### config.mk
export PLATFORM = sky130hd
export DESIGN_NAME = cpx_accumulate
export DESIGN_NICKNAME = d
export VERILOG_FILES = /design/src/rtl/cpx_accumulate.sv
export SDC_FILE = /design/constraint.sdc
export NUM_CORES = 1
export LEC_CHECK = 0
export BUFFER_PORTS_ARGS = -buffer_cell sky130_fd_sc_hd__buf_4
export CORE_MARGIN = 5
export CORE_UTILIZATION = 45
export DETAILED_ROUTE_END_ITERATION = 7
export GPL_TIMING_DRIVEN = 0
export PLACE_DENSITY = 0.66
export REMOVE_ABC_BUFFERS = 1
export SETUP_SLACK_MARGIN = 0.2
export SLEW_MARGIN = 20
export SYNTH_ARGS = -nofsm -noshare
export SYNTH_HDL_FRONTEND = slang
export SYNTH_SLANG_ARGS = --single-unit
### constraint.sdc
create_clock -name clk -period 2.9 [get_ports clk]
set_input_delay 0.145 -clock clk [delete_from_list [all_inputs] [get_ports clk]]
set_output_delay 0.145 -clock clk [all_outputs]
set_load 0.02 [all_outputs]
### src/rtl/cpx_accumulate.sv
// Coherent complex integrator: sums `length` accepted complex samples per frame and
// presents each full-precision frame sum through a one-entry output buffer.
module cpx_accumulate #(
    parameter int i_bits   = 24,
    parameter int q_bits   = 24,
    parameter int length   = 64,
    parameter int cnt_bits = $clog2(length) + 1,
    parameter int out_bits = ((i_bits > q_bits) ? i_bits : q_bits) + $clog2(length)
) (
    input  logic                       clk,
    input  logic                       rst_n,
    input  logic                       clear,
    input  logic                       m_axis_tvalid,
    input  logic signed [i_bits-1:0]   i,
    input  logic signed [q_bits-1:0]   q,
    output logic                       s_axis_tready,
    input  logic                       m_axis_tready,
    output logic                       s_axis_tvalid,
    output logic signed [out_bits-1:0] acc_i,
    output logic signed [out_bits-1:0] acc_q,
    output logic [cnt_bits-1:0]        sample_cnt
);

    localparam logic [cnt_bits-1:0] LAST_CNT = cnt_bits'(length - 1);

    typedef enum logic {
        EMPTY = 1'b0,
        FULL  = 1'b1
    } buf_state_t;

    buf_state_t                 buf_state;
    buf_state_t                 buf_next;

    logic signed [out_bits-1:0] part_i;
    logic signed [out_bits-1:0] part_q;
    logic signed [out_bits-1:0] sum_i;
    logic signed [out_bits-1:0] sum_q;
    logic                       last;
    logic                       accept;
    logic                       frame_done;

    assign last          = (sample_cnt == LAST_CNT);
    assign s_axis_tvalid = (buf_state == FULL);

    // Only the closing sample of a frame can stall: it needs the output buffer to be free
    // (or draining on this very edge), while partial sums live in separate registers.
    assign s_axis_tready = ~(s_axis_tvalid & ~m_axis_tready & last);
    assign accept        = m_axis_tvalid & s_axis_tready & ~clear;
    assign frame_done    = accept & last;

    // Size casts of signed operands sign-extend, so the sum can never wrap.
    assign sum_i = part_i + out_bits'(i);
    assign sum_q = part_q + out_bits'(q);

    // NOTE: state registers use non-blocking assignments so every flop samples pre-edge values.
    always_ff @(posedge clk or negedge rst_n) begin
        if (!rst_n) begin
            buf_state <= EMPTY;
        end else begin
            buf_state <= buf_next;
        end
    end

    // NOTE: the default assignment first keeps this combinational block from inferring a latch.
    always_comb begin
        buf_next = buf_state;
        unique case (buf_state)
            EMPTY: if (frame_done) buf_next = FULL;
            FULL:  if (m_axis_tready && !frame_done) buf_next = EMPTY;
            default: buf_next = EMPTY;
        endcase
    end

    // NOTE: every datapath register is reset, since a reset must discard a pending result.
    always_ff @(posedge clk or negedge rst_n) begin
        if (!rst_n) begin
            part_i     <= '0;
            part_q     <= '0;
            sample_cnt <= '0;
        end else if (clear || frame_done) begin
            part_i     <= '0;
            part_q     <= '0;
            sample_cnt <= '0;
        end else if (accept) begin
            part_i     <= sum_i;
            part_q     <= sum_q;
            sample_cnt <= sample_cnt + cnt_bits'(1);
        end
    end

    // The result registers only load on a frame boundary; clear leaves a held result alone.
    always_ff @(posedge clk or negedge rst_n) begin
        if (!rst_n) begin
            acc_i <= '0;
            acc_q <= '0;
        end else if (frame_done) begin
            acc_i <= sum_i;
            acc_q <= sum_q;
        end
    end

endmodule

# Yosys cells after proc, flatten, opt, wreduce, memory -nomap -nowiden

Index checks and enable logic that the tools add are counted.

Memories kept: 0
Latch bits: 0
Flip-flop bits (word level): 128
Input port bits: 53
Output and inout port bits: 69
Bits in read-only memories: 0
Logic and storage cells: 32
RAM bits: 0

Add/sub/neg operators: 3
Shift operators: 0
Multiply operators: 0
Reductions and logical operators: 4
Bitwise logic cells: 9
Equality and inequality tests: 1
Divide/modulo/power cells: 0
Muxes and demuxes: 9
$lt $le $gt $ge: 0

Operators by type and width:

| cell                                                 | number |
|---|---|
| 2-to-1 mux 30 bit                                    | 4 |
| adder 30 x 24 -> 30 bit                              | 2 |
| 2-to-1 mux 7 bit                                     | 2 |
| adder 7 x 1 -> 7 bit (second input constant)         | 1 |
| equality test 7 x 6 -> 1 bit (second input constant) | 1 |
| AND 1 bit                                            | 5 |
| inverter 1 bit                                       | 4 |
| 2-to-1 mux 1 bit                                     | 2 |
| one-hot mux 1 bit (2 select lines)                   | 1 |
| nonzero test 2 bit                                   | 1 |
| logical AND 1 bit                                    | 1 |
| logical NOT 1 bit                                    | 1 |
| logical OR 1 bit                                     | 1 |

# Logic depth before layout (Yosys ltp)

Word-level depth: 11
Depth in mapped cells: 11
Gate-level depth less buffers: 11

# Worst setup path after synthesis

No wires, ideal clock.

Path type: register to register
Start point: register part_q[17]
End point: register part_q[28]
Arrival: 2.526 ns
Data required time: 2.778 ns
Clock period less this slack: 2.647 ns
Slack: 0.253 ns
Stages on the path, launching flop included: 11
Library setup time: 0.122 ns
Path buffers: 1
Path through: dfrtp_1 -> ha_1 -> buf_6 -> a2111o_1 -> a31oi_1 -> a21oi_1 -> a22o_1 -> a311oi_2 -> nor3_1 -> or3_1 -> a32o_1

Word-level cells in the longest chain between the ends: 3

RTL lines:

| item                    | line | source |
|---|---|---|
| from (decl)             | 35   | `logic signed [out_bits-1:0] part_q;` |
| from (signal assigned)  | 86   | `part_q <= sum_q;` |
| adder 30 x 24 -> 30 bit | 53   | `assign sum_q = part_q + out_bits'(q);` |
| 2-to-1 mux 30 bit       | 84   | `end else if (accept) begin` |
| 2-to-1 mux 30 bit       | 80   | `end else if (clear \|\| frame_done) begin` |

Every way passes these cells. The select of a mux whose other input is x is not followed.
A chain may end at the register's enable or synchronous reset.

# Worst setup path after layout

Start point: register part_q[17]
End point: register acc_q[26]

Word-level cells in the longest chain between the ends: 1

RTL lines:

| item                    | line | source |
|---|---|---|
| adder 30 x 24 -> 30 bit | 53   |  |
| to (signal assigned)    | 98   | `acc_q <= sum_q;` |
| to (decl)               | 20   | `output logic signed [out_bits-1:0] acc_q,` |

Every way passes these cells.

==> report_table.html <==
<table>
<tr><th>Metric</th><th>Value</th></tr>
<tr><th colspan="2">Logic synthesis</th></tr>
<tr><td>Leading post-synthesis cells by cell area</td><td>sky130_fd_sc_hd__dfrtp_1 (40%), sky130_fd_sc_hd__ha_1 (9.3%), sky130_fd_sc_hd__nand2_1 (7.4%)</td></tr>
<tr><td>Avg Inst Size Synth</td><td>roughly 9.2 µm²</td></tr>
<tr><td>Number of register bits inferred by synthesis</td><td>128</td></tr>
<tr><td>Largest area contributor in the synthesized netlist</td><td>sky130_fd_sc_hd__dfrtp_1</td></tr>
<tr><td>Number of synthesis warnings</td><td>0</td></tr>
<tr><td>Count of different cell masters after synthesis</td><td>60</td></tr>
<tr><td>Top cell type's share of synthesized area</td><td>0.404</td></tr>
<tr><td>Async set or reset register ratio after synthesis</td><td>1.00</td></tr>
<tr><td>Post-Synthesis Cells</td><td>roughly 860</td></tr>
<tr><td>Portion of the post-synthesis area used by sequential elements</td><td>0.404</td></tr>
<tr><td>Prevailing post-synth register cell</td><td>sky130_fd_sc_hd__dfrtp_1</td></tr>
<tr><td>Number of synthesized flops with an enable pin</td><td>0</td></tr>
<tr><td>Synthesized cell area</td><td>around 7900 µm²</td></tr>
<tr><th colspan="2">STA</th></tr>
<tr><td>Final setup violating endpoints</td><td>0</td></tr>
<tr><td>Final Critical Period</td><td>2.72 ns</td></tr>
<tr><td>Final period utilization</td><td>0.937</td></tr>
<tr><td>Unrepaired setup endpoints after global routing</td><td>yes</td></tr>
<tr><td>F_max</td><td>368 MHz</td></tr>
<tr><td>Clock Skew</td><td>about 0.012 ns</td></tr>
<tr><td>Final hold vios</td><td>0</td></tr>
<tr><td>Final slew viol count</td><td>0</td></tr>
<tr><td>Worst-margin pin slew</td><td>between 0.8 and 0.9 ns</td></tr>
<tr><td>Relative slew slack</td><td>0.419</td></tr>
<tr><td>Final worst hold slack</td><td>slightly above 0.06 ns</td></tr>
<tr><th colspan="2">Worst setup path</th></tr>
<tr><td>Reg2reg path depth</td><td>10</td></tr>
<tr><td>Crit path kind</td><td>register to register</td></tr>
<tr><td>Arrival time reported for the critical path endpoint</td><td>just over 3 ns</td></tr>
<tr><td>Crit path capture</td><td>acc_q[26]</td></tr>
<tr><td>Required time of the critical path</td><td>3.20 ns</td></tr>
<tr><td>Peak fanout along the critical path</td><td>3</td></tr>
<tr><td>CP endpoint kind</td><td>register</td></tr>
<tr><td>Origin of the critical flop-to-flop path</td><td>part_q[17]</td></tr>
<tr><td>Worst Setup SP</td><td>part_q[17]</td></tr>
<tr><td>Flop-to-flop setup slack</td><td>between 0.15 and 0.2 ns</td></tr>
<tr><td>Worst R2R End</td><td>acc_q[26]</td></tr>
<tr><td>Nature of the critical path startpoint</td><td>register</td></tr>
<tr><th colspan="2">Global routing</th></tr>
<tr><td>Via count of the first global-routing pass</td><td>around 7000</td></tr>
<tr><td>Pin count of the biggest net entering global routing</td><td>between 70 and 80</td></tr>
<tr><td>First-pass GRT wire length</td><td>about 35 mm</td></tr>
<tr><td>Antenna violations before repair</td><td>0</td></tr>
<tr><td>Total routing resource utilization after global routing</td><td>0.210</td></tr>
<tr><td>Sum of overflow across all layers after global routing</td><td>0</td></tr>
<tr><th colspan="2">Floorplanning</th></tr>
<tr><td>Starting density of the core</td><td>0.458</td></tr>
<tr><td>Total die area</td><td>around 20000 µm²</td></tr>
<tr><td>Core Rows</td><td>48</td></tr>
<tr><td>Die Span X</td><td>between 100 and 150 µm</td></tr>
<tr><td>Area of the core</td><td>about 17000 µm²</td></tr>
<tr><td>Count of pins on the block boundary</td><td>~120</td></tr>
<tr><td>Die outline height</td><td>between 100 and 150 µm</td></tr>
<tr><th colspan="2">CTS</th></tr>
<tr><td>Num CTS Buffers</td><td>17</td></tr>
<tr><td>CTS tree</td><td>yes</td></tr>
<tr><td>CTS clk-pin slew, worst paths</td><td>0.06 ns</td></tr>
<tr><td>Cell at the root of the clock tree</td><td>sky130_fd_sc_hd__clkbuf_16</td></tr>
<tr><td>H-tree depth</td><td>4</td></tr>
<tr><td>Clock latency on the worst-skew pair</td><td>approximately 0.43 ns</td></tr>
<tr><td>Buffers from clock root to sink, at most</td><td>2</td></tr>
<tr><td>Sinks on Clock Net</td><td>~130</td></tr>
<tr><th colspan="2">Route</th></tr>
<tr><td>Detailed-router iteration count before antenna repair</td><td>5</td></tr>
<tr><td>Mean routed wirelength per cell</td><td>about 18 µm</td></tr>
<tr><td>Total DRC errors in the routed layout</td><td>0</td></tr>
<tr><td>Wirelength, routed</td><td>~22 mm</td></tr>
<tr><td>Number of vias in the routed layout</td><td>6914</td></tr>
<tr><td>Per-cell via count in the routed design</td><td>5.58</td></tr>
<tr><td>Number of violations reported at the end of detailed-routing iteration 0</td><td>around 260</td></tr>
<tr><td>Count of antenna-violating nets left after detailed routing</td><td>0</td></tr>
<tr><th colspan="2">Power</th></tr>
<tr><td>Areal power density over the cells</td><td>about 660 nW/µm²</td></tr>
<tr><td>Final Power</td><td>6900 µW</td></tr>
<tr><td>Total leakage power</td><td>a little over 0.005 µW</td></tr>
<tr><td>Largest vdd supply drop</td><td>between 0.0004 and 0.0005 V</td></tr>
<tr><th colspan="2">Worst hold path</th></tr>
<tr><td>Worst min path class</td><td>input pin to register</td></tr>
<tr><td>Startpoint of the tightest hold check path</td><td>i[0]</td></tr>
<tr><th colspan="2">Cells and area</th></tr>
<tr><td>Count of nets after finishing</td><td>between 1000 and 1500</td></tr>
<tr><td>Signed area change from the synthesized netlist to the final layout</td><td>31.2%</td></tr>
<tr><td>Post-route design area</td><td>around 10000 µm²</td></tr>
<tr><td>Ant diodes</td><td>0</td></tr>
<tr><td>Proportion of layout cells with a drive suffix above 1</td><td>0.249</td></tr>
<tr><th colspan="2">Run</th></tr>
<tr><td>MaxCap Viol Count</td><td>0</td></tr>
<tr><th colspan="2">Status</th></tr>
<tr><td>Outcome</td><td>finished, final reports clean</td></tr>
<tr><th colspan="2">Placement</th></tr>
<tr><td>Count of port buffers added during placement</td><td>approximately 120</td></tr>
<tr><td>Final HPWL from detailed placement</td><td>between 10 and 15 mm</td></tr>
<tr><td>Last weighted congestion value of the routability-driven placer</td><td>about 0.84</td></tr>
<tr><td>Placed cell area</td><td>just over 9000 µm²</td></tr>
</table>
worst min-delay path by stage:
stage                    end  slack [ns]  depth (start not counted)
2_1_floorplan       acc_i[0]       -0.15                          0
6_report            acc_i[0]        0.06                          4
5_1_grt             acc_i[0]        0.08                          4
3_3_place_gp   sample_cnt[6]        0.34                          2
3_5_place_dp       acc_q[16]        0.10                          1
4_1_cts        s_axis_tvalid        0.07                          3
stage by stage:
| step | cells | setup TNS (ns) | setup slack [ns] | utilization |
|---|---|---|---|---|
| 2_1_floorplan | 831 | -83.07 | -1.10 | - |
| 3_5_place_dp | 1185 | -8.03 | -0.363 | 0.531 |
| 5_1_grt | 1240 | 0 | 0.0931 | 0.601 |
| 6_report | 1240 | 0 | 0.184 | 0.601 |
| 4_1_cts | 1227 | 0 | 0.154 | 0.582 |
| 3_3_place_gp | 1177 | -310.16 | -3.16 | 0.520 |
logic make-up (layout without fill, tap and decap cells):
group	after synthesis	after routing	share of synthesized area
compound gates	251	251	0.218
xor+xnor	54	54	0.0616
simple gates	309	311	0.174
fa+ha+maj	61	61	0.0982
flops	128	128	0.404
buf+inv	43	194	0.0213
mux	16	16	0.0224
area by class of cell:
type                    count  area [µm²]
clock inverters            13         234
repair buffers            150        1230
well taps                 225         282
inverters                  12        45.0
flip-flops and latches    128        3200
fillers                  1537        6900
clock buffers              19         443
multi-input cells         693        4950
registers in the layout, summed over array words and instances, names as in the netlist:
name           count
acc_i             30
acc_q             30
part_i            30
part_q            30
s_axis_tvalid      1
sample_cnt         7
repair_timing:
item                       CTS  global route
hold buffers                 3             0
setup buffers                7            11
hold endpoints to repair    56             0
setup endpoints to repair   70            73
pin swaps                   10            22
resized for setup           24            42
gates cloned                 0             2
where the power goes:
group | total [µW] | switching, µW | internal [µW]
logic | 2350 | 1300 | 1050
registers | 2090 | 120 | 1970
clock network | 2460 | 823 | 1640
total | 6900 | 2240 | 4660
layer usage:
metal / share of wire / vias up / global-route usage
met4: 0.017 / 0 / 0.0565
met3: 0.048 / 25 / 0.0502
li1: - / 3392 / -
met1: 0.45 / 3341 / 0.273
met5: 0 / - / 0
met2: 0.49 / 156 / 0.352
synthesized netlist by cell type (20+ instances only):
master,n
sky130_fd_sc_hd__a21o_1,31
sky130_fd_sc_hd__a21oi_1,62
sky130_fd_sc_hd__a22o_1,34
sky130_fd_sc_hd__clkbuf_1,30
sky130_fd_sc_hd__dfrtp_1,128
sky130_fd_sc_hd__ha_1,59
sky130_fd_sc_hd__nand2_1,157
sky130_fd_sc_hd__nand3_1,20
sky130_fd_sc_hd__nor2_1,54
sky130_fd_sc_hd__o21ai_0,43
sky130_fd_sc_hd__xnor2_1,33
sky130_fd_sc_hd__xor2_1,20
worst max-delay path, stage by stage, from the launching register on:
cell                       delay (ns)
sky130_fd_sc_hd__dfrtp_1         0.41
sky130_fd_sc_hd__ha_4            0.26
sky130_fd_sc_hd__a2111o_1        0.37
sky130_fd_sc_hd__a31oi_2         0.16
sky130_fd_sc_hd__a21oi_2         0.09
sky130_fd_sc_hd__a22o_1          0.24
sky130_fd_sc_hd__a311oi_4        0.32
sky130_fd_sc_hd__buf_4           0.20
sky130_fd_sc_hd__o31ai_4         0.08
sky130_fd_sc_hd__xor2_1          0.20
sky130_fd_sc_hd__mux2_2          0.27
layout by cell type, fill, tap and decap left out, drive strengths merged, types with 5 or more instances in the layout:
cell / instances
inv: 13
nand2: 157
ha: 59
xnor2: 33
a21o: 32
a31oi: 5
nand3: 21
nor3: 14
clkbuf: 19
nor2: 55
o21bai: 6
mux2: 14
and3: 7
xor2: 20
o21ai: 45
nand2b: 18
o21a: 8
dfrtp: 128
bufinv: 6
a22o: 34
or3: 11
a211oi: 11
a21oi: 62
nor2b: 5
buf: 147
and2: 7
nand4: 7
o31ai: 7
(Power assumes the default switching activity.)
